--- src/rtl/fpaddsub_align_stage.sv ---
// -----------------------------------------------------------------------------
// fpaddsub_align_stage
//
// Purpose:
//   Alignment stage of the pipelined FP add/sub datapath. It takes the
//   pre-alignment bundle and right-shifts the smaller mantissa (MminS) by
//   Shift, which saturates at 25. The shift is done in two registered steps:
//   a coarse shift by multiples of 8, then a fine shift of 0..7. Every bit
//   shifted below bit 0 is OR-reduced into Sticky. The side-band fields
//   travel alongside the mantissa. A valid/ready elastic handshake with no
//   skid buffer gives a latency of 2 cycles and a throughput of 1 bundle per
//   cycle.
//
// Ports:
//   clk, rst               clock (rising edge), asynchronous active-high reset
//   in_valid / in_ready    upstream handshake (in_ready is combinational
//                          from out_ready)
//   Sa, Sb, CExp, MaxAB    side-band fields: signs, common exponent, and
//                          which operand is larger
//   Shift                  right-shift amount; 26..31 behave as 25
//   MminS                  smaller mantissa in bits 31:7
//   Mmax, InputExc         larger mantissa and exception vector (carried)
//   out_valid / out_ready  downstream handshake
//   SaO..InputExcO         registered side-band fields
//   MminA                  MminS >> Shift, zero-filled
//   Sticky                 OR of every bit of MminS shifted out
// -----------------------------------------------------------------------------
module fpaddsub_align_stage #(
    parameter int STAGES_FIXED = 2
) (
    input  logic        clk,
    input  logic        rst,
    input  logic        in_valid,
    output logic        in_ready,
    input  logic        Sa,
    input  logic        Sb,
    input  logic [7:0]  CExp,
    input  logic        MaxAB,
    input  logic [4:0]  Shift,
    input  logic [31:0] MminS,
    input  logic [24:0] Mmax,
    input  logic [4:0]  InputExc,
    output logic        out_valid,
    input  logic        out_ready,
    output logic        SaO,
    output logic        SbO,
    output logic [7:0]  CExpO,
    output logic        MaxABO,
    output logic [24:0] MmaxO,
    output logic [4:0]  InputExcO,
    output logic [31:0] MminA,
    output logic        Sticky
);

    // The pipeline depth is structural; any other value is rejected.
    if (STAGES_FIXED != 2) begin : g_bad_stages
        $error("fpaddsub_align_stage supports STAGES_FIXED == 2 only");
    end

    localparam logic [31:0] ONES = 32'hFFFF_FFFF;

    // Handshake
    logic        r_v1;
    logic        r_v2;
    logic        w_load1;
    logic        w_load2;

    // Stage 1 contents
    logic [31:0] r_s1_c;
    logic        r_s1_sticky;
    logic [2:0]  r_s1_fine;
    logic        r_s1_sa;
    logic        r_s1_sb;
    logic [7:0]  r_s1_cexp;
    logic        r_s1_maxab;
    logic [24:0] r_s1_mmax;
    logic [4:0]  r_s1_exc;

    // Stage 2 contents (these drive the outputs directly)
    logic [31:0] r_s2_mmina;
    logic        r_s2_sticky;
    logic        r_s2_sa;
    logic        r_s2_sb;
    logic [7:0]  r_s2_cexp;
    logic        r_s2_maxab;
    logic [24:0] r_s2_mmax;
    logic [4:0]  r_s2_exc;

    // Shift datapath
    logic [4:0]  w_eff;
    logic [4:0]  w_coarse_amt;
    logic [31:0] w_coarse;
    logic        w_coarse_lost;
    logic [31:0] w_fine;
    logic        w_fine_lost;

    assign w_load2  = ~r_v2 | out_ready;
    assign w_load1  = ~r_v1 | w_load2;
    assign in_ready = w_load1;

    always_comb begin
        w_eff         = (Shift > 5'd25) ? 5'd25 : Shift;
        w_coarse_amt  = {w_eff[4:3], 3'b000};
        w_coarse      = MminS >> w_coarse_amt;
        // Low bits that fall off the coarse shift are selected by a mask
        // rather than inferred from the amount: MminS[6:0] is zero by
        // contract, but the stage must not rely on that.
        w_coarse_lost = |(MminS & ~(ONES << w_coarse_amt));
        w_fine        = r_s1_c >> r_s1_fine;
        w_fine_lost   = |(r_s1_c & ~(ONES << r_s1_fine));
    end

    always_ff @(posedge clk or posedge rst) begin
        if (rst) begin
            r_v1 <= 1'b0;
            r_v2 <= 1'b0;
        end else begin
            // A full stage 1 that cannot move on is held by leaving r_v1 alone.
            if (w_load1) r_v1 <= in_valid;
            if (w_load2) r_v2 <= r_v1;
        end
    end

    always_ff @(posedge clk or posedge rst) begin
        if (rst) begin
            r_s1_c      <= '0;
            r_s1_sticky <= 1'b0;
            r_s1_fine   <= '0;
            r_s1_sa     <= 1'b0;
            r_s1_sb     <= 1'b0;
            r_s1_cexp   <= '0;
            r_s1_maxab  <= 1'b0;
            r_s1_mmax   <= '0;
            r_s1_exc    <= '0;
        end else if (in_valid && w_load1) begin
            r_s1_c      <= w_coarse;
            r_s1_sticky <= w_coarse_lost;
            r_s1_fine   <= w_eff[2:0];
            r_s1_sa     <= Sa;
            r_s1_sb     <= Sb;
            r_s1_cexp   <= CExp;
            r_s1_maxab  <= MaxAB;
            r_s1_mmax   <= Mmax;
            r_s1_exc    <= InputExc;
        end
    end

    always_ff @(posedge clk or posedge rst) begin
        if (rst) begin
            r_s2_mmina  <= '0;
            r_s2_sticky <= 1'b0;
            r_s2_sa     <= 1'b0;
            r_s2_sb     <= 1'b0;
            r_s2_cexp   <= '0;
            r_s2_maxab  <= 1'b0;
            r_s2_mmax   <= '0;
            r_s2_exc    <= '0;
        end else if (r_v1 && w_load2) begin
            r_s2_mmina  <= w_fine;
            r_s2_sticky <= r_s1_sticky | w_fine_lost;
            r_s2_sa     <= r_s1_sa;
            r_s2_sb     <= r_s1_sb;
            r_s2_cexp   <= r_s1_cexp;
            r_s2_maxab  <= r_s1_maxab;
            r_s2_mmax   <= r_s1_mmax;
            r_s2_exc    <= r_s1_exc;
        end
    end

    assign out_valid = r_v2;
    assign SaO       = r_s2_sa;
    assign SbO       = r_s2_sb;
    assign CExpO     = r_s2_cexp;
    assign MaxABO    = r_s2_maxab;
    assign MmaxO     = r_s2_mmax;
    assign InputExcO = r_s2_exc;
    assign MminA     = r_s2_mmina;
    assign Sticky    = r_s2_sticky;

endmodule

--- config.mk ---
export PLATFORM = sky130hd
export DESIGN_NAME = fpaddsub_align_stage
export DESIGN_NICKNAME = d
export VERILOG_FILES = /design/src/rtl/fpaddsub_align_stage.sv
export SDC_FILE = /design/constraint.sdc
export NUM_CORES = 1
export LEC_CHECK = 0
export CAP_MARGIN = 20
export CORE_ASPECT_RATIO = 0.5
export CORE_UTILIZATION = 55
export DETAILED_ROUTE_END_ITERATION = 6
export GPL_TIMING_DRIVEN = 1
export PLACE_DENSITY = 0.9
export SETUP_SLACK_MARGIN = 0.05
export SYNTH_ARGS = -nofsm -noshare
export SYNTH_HDL_FRONTEND = slang
export SYNTH_SLANG_ARGS = --single-unit
--- constraint.sdc ---
create_clock -name clk -period 8.9 [get_ports clk]
set_input_delay 0.89 -clock clk [delete_from_list [all_inputs] [get_ports clk]]
set_output_delay 0.89 -clock clk [all_outputs]
set_load 0.02 [all_outputs]
== After elaboration in Yosys (flattened, before gate mapping) ==
Index checks and enable logic that the tools add are counted.

* Register bits after elaboration: 153
* Latch bits: 0
* Bits in writable memories: 0
* Memory bits (read-only): 0
* Input port bits: 82
* Output and inout port bits: 76
* Memories kept: 0

* $add $sub $neg: 0
* $mul: 0
* Div/mod/pow operators: 0
* $lt $le $gt $ge: 1
* Eq/ne operators: 0
* Shift-type cells: 4
* Multiplexer cells: 1
* Bitwise operators: 9
* Reduce and logical (&&, ||, !) cells: 4

{| class="wikitable"
|+ Operator list
! cell !! number
|-
| 32-bit bitwise AND || 2
|-
| 32-bit inverter || 2
|-
| 32-bit OR reduction || 2
|-
| 32-bit by 3-bit << shifter with 32-bit output, first input constant || 1
|-
| 32-bit by 5-bit << shifter with 32-bit output, first input constant || 1
|-
| 32-bit by 3-bit >> shifter with 32-bit output || 1
|-
| 32-bit by 5-bit >> shifter with 32-bit output || 1
|-
| 5-bit > comparator, second input constant || 1
|-
| 5-bit two-way mux || 1
|-
| 1-bit OR || 3
|-
| 1-bit logical AND || 2
|-
| 1-bit inverter || 2
|}

== Logic depth before layout (Yosys ltp) ==
* Word-level depth: 6
* Depth in mapped cells: 7
* Depth with buffers taken out: 4

== Worst setup path before layout ==
No wires, ideal clock.

* Path type: input -> register
* From: input port out_ready
* To: register r_s1_cexp[0]
* Setup time: 0.125 ns
* Arrival: 2.030 ns
* Data required time: 8.775 ns
* Slack: 6.745 ns
* Cell stages on the path: 5
* Path buffers: 2
* Cells stage by stage: nand3b_1 nand2_1 buf_4 buf_6 mux2_2

* Longest elaborated chain between the ends: 3

{| class="wikitable"
|+ RTL lines
! item !! line !! text
|-
| from (decl) || 44 || <nowiki>input logic out_ready,</nowiki>
|-
| 1-bit OR || 97 || <nowiki>assign w_load2 = ~r_v2 | out_ready;</nowiki>
|-
| 1-bit OR || 98 || <nowiki>assign w_load1 = ~r_v1 | w_load2;</nowiki>
|-
| 1-bit logical AND || 135 || <nowiki>end else if (in_valid && w_load1) begin</nowiki>
|-
| to (signal assigned) || 141 || <nowiki>r_s1_cexp <= CExp;</nowiki>
|-
| to (decl) || 74 || <nowiki>logic [7:0] r_s1_cexp;</nowiki>
|}

Every way passes these cells.
A chain may end at the register's enable or synchronous reset.

== Worst setup path in the final report ==
* From: input port out_ready
* To: output port in_ready

* Longest elaborated chain between the ends: 2

{| class="wikitable"
|+ RTL lines
! item !! line !! text
|-
| 1-bit OR || 97 ||
|-
| 1-bit OR || 98 ||
|-
| to (decl) || 34 || <nowiki>output logic in_ready,</nowiki>
|}

Every way passes these cells.

==> flow_summary.toml <==
[outcome]
status = "finished, final reports clean"

[synthesis]
synth_enable_flop_cells = 0
synth.most_common_cell = "dfrtp_1"
ys_seq_area_share_pct = 52.5
synth_top_area_share_pct = 52.5
syn_inst = 581
synth_area_leaders = "dfrtp_1, mux2_2, mux4_2, mux2i_1, nand2_1"
synth_cell_type_count = 32
synth_fp_nets = 663
syn_area_um2 = 7290
synth.ff_latch_count = 153
synth_top_area_cell = "dfrtp_1"
async_flop_share_pct = 100
synthFlopType = "dfrtp_1"
avgSynthCellArea_um2 = 12.6
synth_commonest_cells = "dfrtp_1, mux2_2, nand2_1, o21ai_0, mux2i_1"
yosysWarnings = 0

[drt]
remaining_drc_errors = 0
dr.first_iter.drc_count = 442
wl_per_cell_um = 19.1
firstDrtPassIters = 5
wirelength_um = 17300
vias_per_cell = 5.83
antenna_left = 0
vias = 5266

[sta]
min_period_ns = 3.17
fmax_mhz = 315
drv_slew = 0
worstMarginPinSlew_ns = 0.955
rsz0062_at_grt = "no"
setup_viol = 0
fin_crit_sh_pct = 35.7
max_slew_margin_pct = 36.3
hold_violations = 0
hold_slack_ns = 0.485
finalSetupTns_ns = 0
skew_ns = 0.00939

[finish]
final_area_um2 = 9500
ff_latch_area_um2 = 3830
n_fill_cell = 812
drive_gt1_share_pct = 21.3
n_antenna_cell = 0
layout.nets = 804
multi_input_area_um2 = 3180
syn_to_final_growth_pct = 30.3

[run]
cap_violations = 0

[clock_network]
clk_pin_slew_ns = 0.06
post_cts_buffers = 0
root_buffer = "clkbuf_16"
cts_buffers = 17
cts_buffer_depth = 2
ctsResizeCount = 0
postCtsHoldBufs = 0
cts_tree = "done"
cts_htree_levels = 4
cts.sinks = 153
clk_latency_ns = 0.43

[placed_design]
dp_hpwl_um = 11700
place.gp.congestion = 0.896
placement.cell_area_um2 = 8850
port_buffers = 157

[setup_path]
crit_end = "in_ready"
r2r-start = "r_s1_fine[0]$_DFFE_PP0P_"
end_kind = "primary output"
cp_max_fo = 4
cp-start-kind = "input port"
r2r-end = "MminA[27]$_DFFE_PP0P_"
crit_family = "buffers and inverters"
critical_path_buf_inv_count = 2
critPathKind = "in2out"
cpPeakStageDelay_ns = 0.68
cp_slowest_cell = "clkdlybuf4s50_1"
worstPathRequired_ns = 8.01
setup.worst_path.start = "out_ready"
reg2reg_depth = 4
worst-path-stages = 3
cp.arrival_ns = 2.28
reg2reg_slack_ns = 6.68
crit_top_cell = "clkdlybuf4s50_1"
cp_cell_sequence = "clkdlybuf4s50_1 > nand3b_1 > clkdlybuf4s50_1"

[floorplanning]
die_h_um = 83.4
core_um2 = 12800
die-area_um2 = 13800
row_count = 29
initial_core_util_pct = 56.9
ios = 158
fp.dieW_um = 165

[pwr]
power_frac_clock_pct = 30.4
peakVddDrop_mv = 0.126
p_seq_share_pct = 40.5
p_leak_nw = 3.96
pwr_density_cell_nw_per_um2 = 243
p_sw_share_pct = 31.5
total_power_mw = 2.31
intPower_mw = 1.58
p_comb_share_pct = 29.2
switching_power_mw = 0.728

[global_routing]
use_met2_pct = 39.4
grt_overflow = 0
grt_pass1_vias = 5272
grtUsageMet3_pct = 6.74
busiest_layer = "met2"
antenna_found_initial = 0
grt_max_degree = 113
grt_pass1_wl_um = 27100
use_met1_pct = 36.4
grt_usage_pct = 26.0

[worst_hold_path]
worstHoldPathCells = 2
hp-class = "reg2reg"
==> area by class of cell <==
class	count	share of cell area (%)
clock buffer	18	4.62
inverter	2	0.132
clock inverter	13	1.41
sequential	153	40.3
tap	170	2.24
timing repair buffer	165	17.8
multi-input combinational	383	33.5
==> metal layers <==
metal | vias up | routed length [µm]
li1 | 2386 | -
met1 | 2603 | 7430
met2 | 248 | 8130
met3 | 29 | 1410
met4 | 0 | 280
met5 | - | 0
==> layout by cell type (no fill, tap or decap), drive strengths merged <==
cell type,Yosys,final
nand2,86,86
nand2b,3,3
nor2,18,18
mux2,90,90
clkbuf,8,18
a211oi,1,1
clkdlybuf4s50,0,157
mux2i,43,43
a21oi,14,14
nor4,6,6
dfrtp,153,153
a21boi,1,1
a31oi,2,2
nand3b,1,1
clkinvlp,0,3
mux4,29,29
a22o,2,2
nand4,1,1
a21o,1,1
bufinv,0,1
clkinv,0,2
inv,2,9
buf,35,8
nor2b,4,4
nor3,2,2
o21ai,67,67
a32o,1,1
o32ai,1,1
o31ai,8,8
a211o,2,2
==> flip-flops by register name (all words and copies together), names as in the netlist, 3 cells and up <==
register / cells
MminA: 32
r_s1_c: 32
MmaxO: 25
r_s1_mmax: 25
CExpO: 8
r_s1_cexp: 8
InputExcO: 5
r_s1_exc: 5
r_s1_fine: 3
==> through the flow <==
step	instances	setup slack [ns]	util, %
global placement	870	5.82	69.1
CTS	901	5.79	73.6
finish	904	5.73	74.2
detailed placement	870	5.79	69.1
floorplan	581	3.89	-
global route	904	5.68	74.2
==> cells by family after synthesis <==
kind of cell	Yosys count	synth area share (%)
and+or+nand+nor	121	6.79
AOI/OAI and AO/OA	100	7.60
buffers and inverters	45	4.03
DFF	153	52.5
muxes	162	29.1
==> how the worst min path moves through the flow <==
stage                              from               endpoint
3_3_place_gp      MminA[23]$_DFFE_PP0P_  MminA[23]$_DFFE_PP0P_
2_1_floorplan  r_s1_cexp[0]$_DFFE_PP0P_   CExpO[0]$_DFFE_PP0P_
3_5_place_dp      MminA[15]$_DFFE_PP0P_  MminA[15]$_DFFE_PP0P_
6_report          MminA[15]$_DFFE_PP0P_  MminA[15]$_DFFE_PP0P_
5_1_grt           MminA[15]$_DFFE_PP0P_  MminA[15]$_DFFE_PP0P_
4_1_cts           MminA[15]$_DFFE_PP0P_  MminA[15]$_DFFE_PP0P_
==> worst min-delay path, stage by stage (launching register included) <==
cell and delay, ns:
dfrtp_1 0.34, nand2_1 0.05, o21ai_1 0.06
==> power by group through the flow <==
stage	sequential, mW	combinational (mW)	clock [mW]
5_1_grt	0.955	0.718	0.739
3_3_place_gp	0.932	0.650	0
3_5_place_dp	0.945	0.668	0
6_report	0.936	0.674	0.702
4_1_cts	0.933	0.672	0.714
2_1_floorplan	1.02	0.298	0
(Power assumes the default switching activity.)
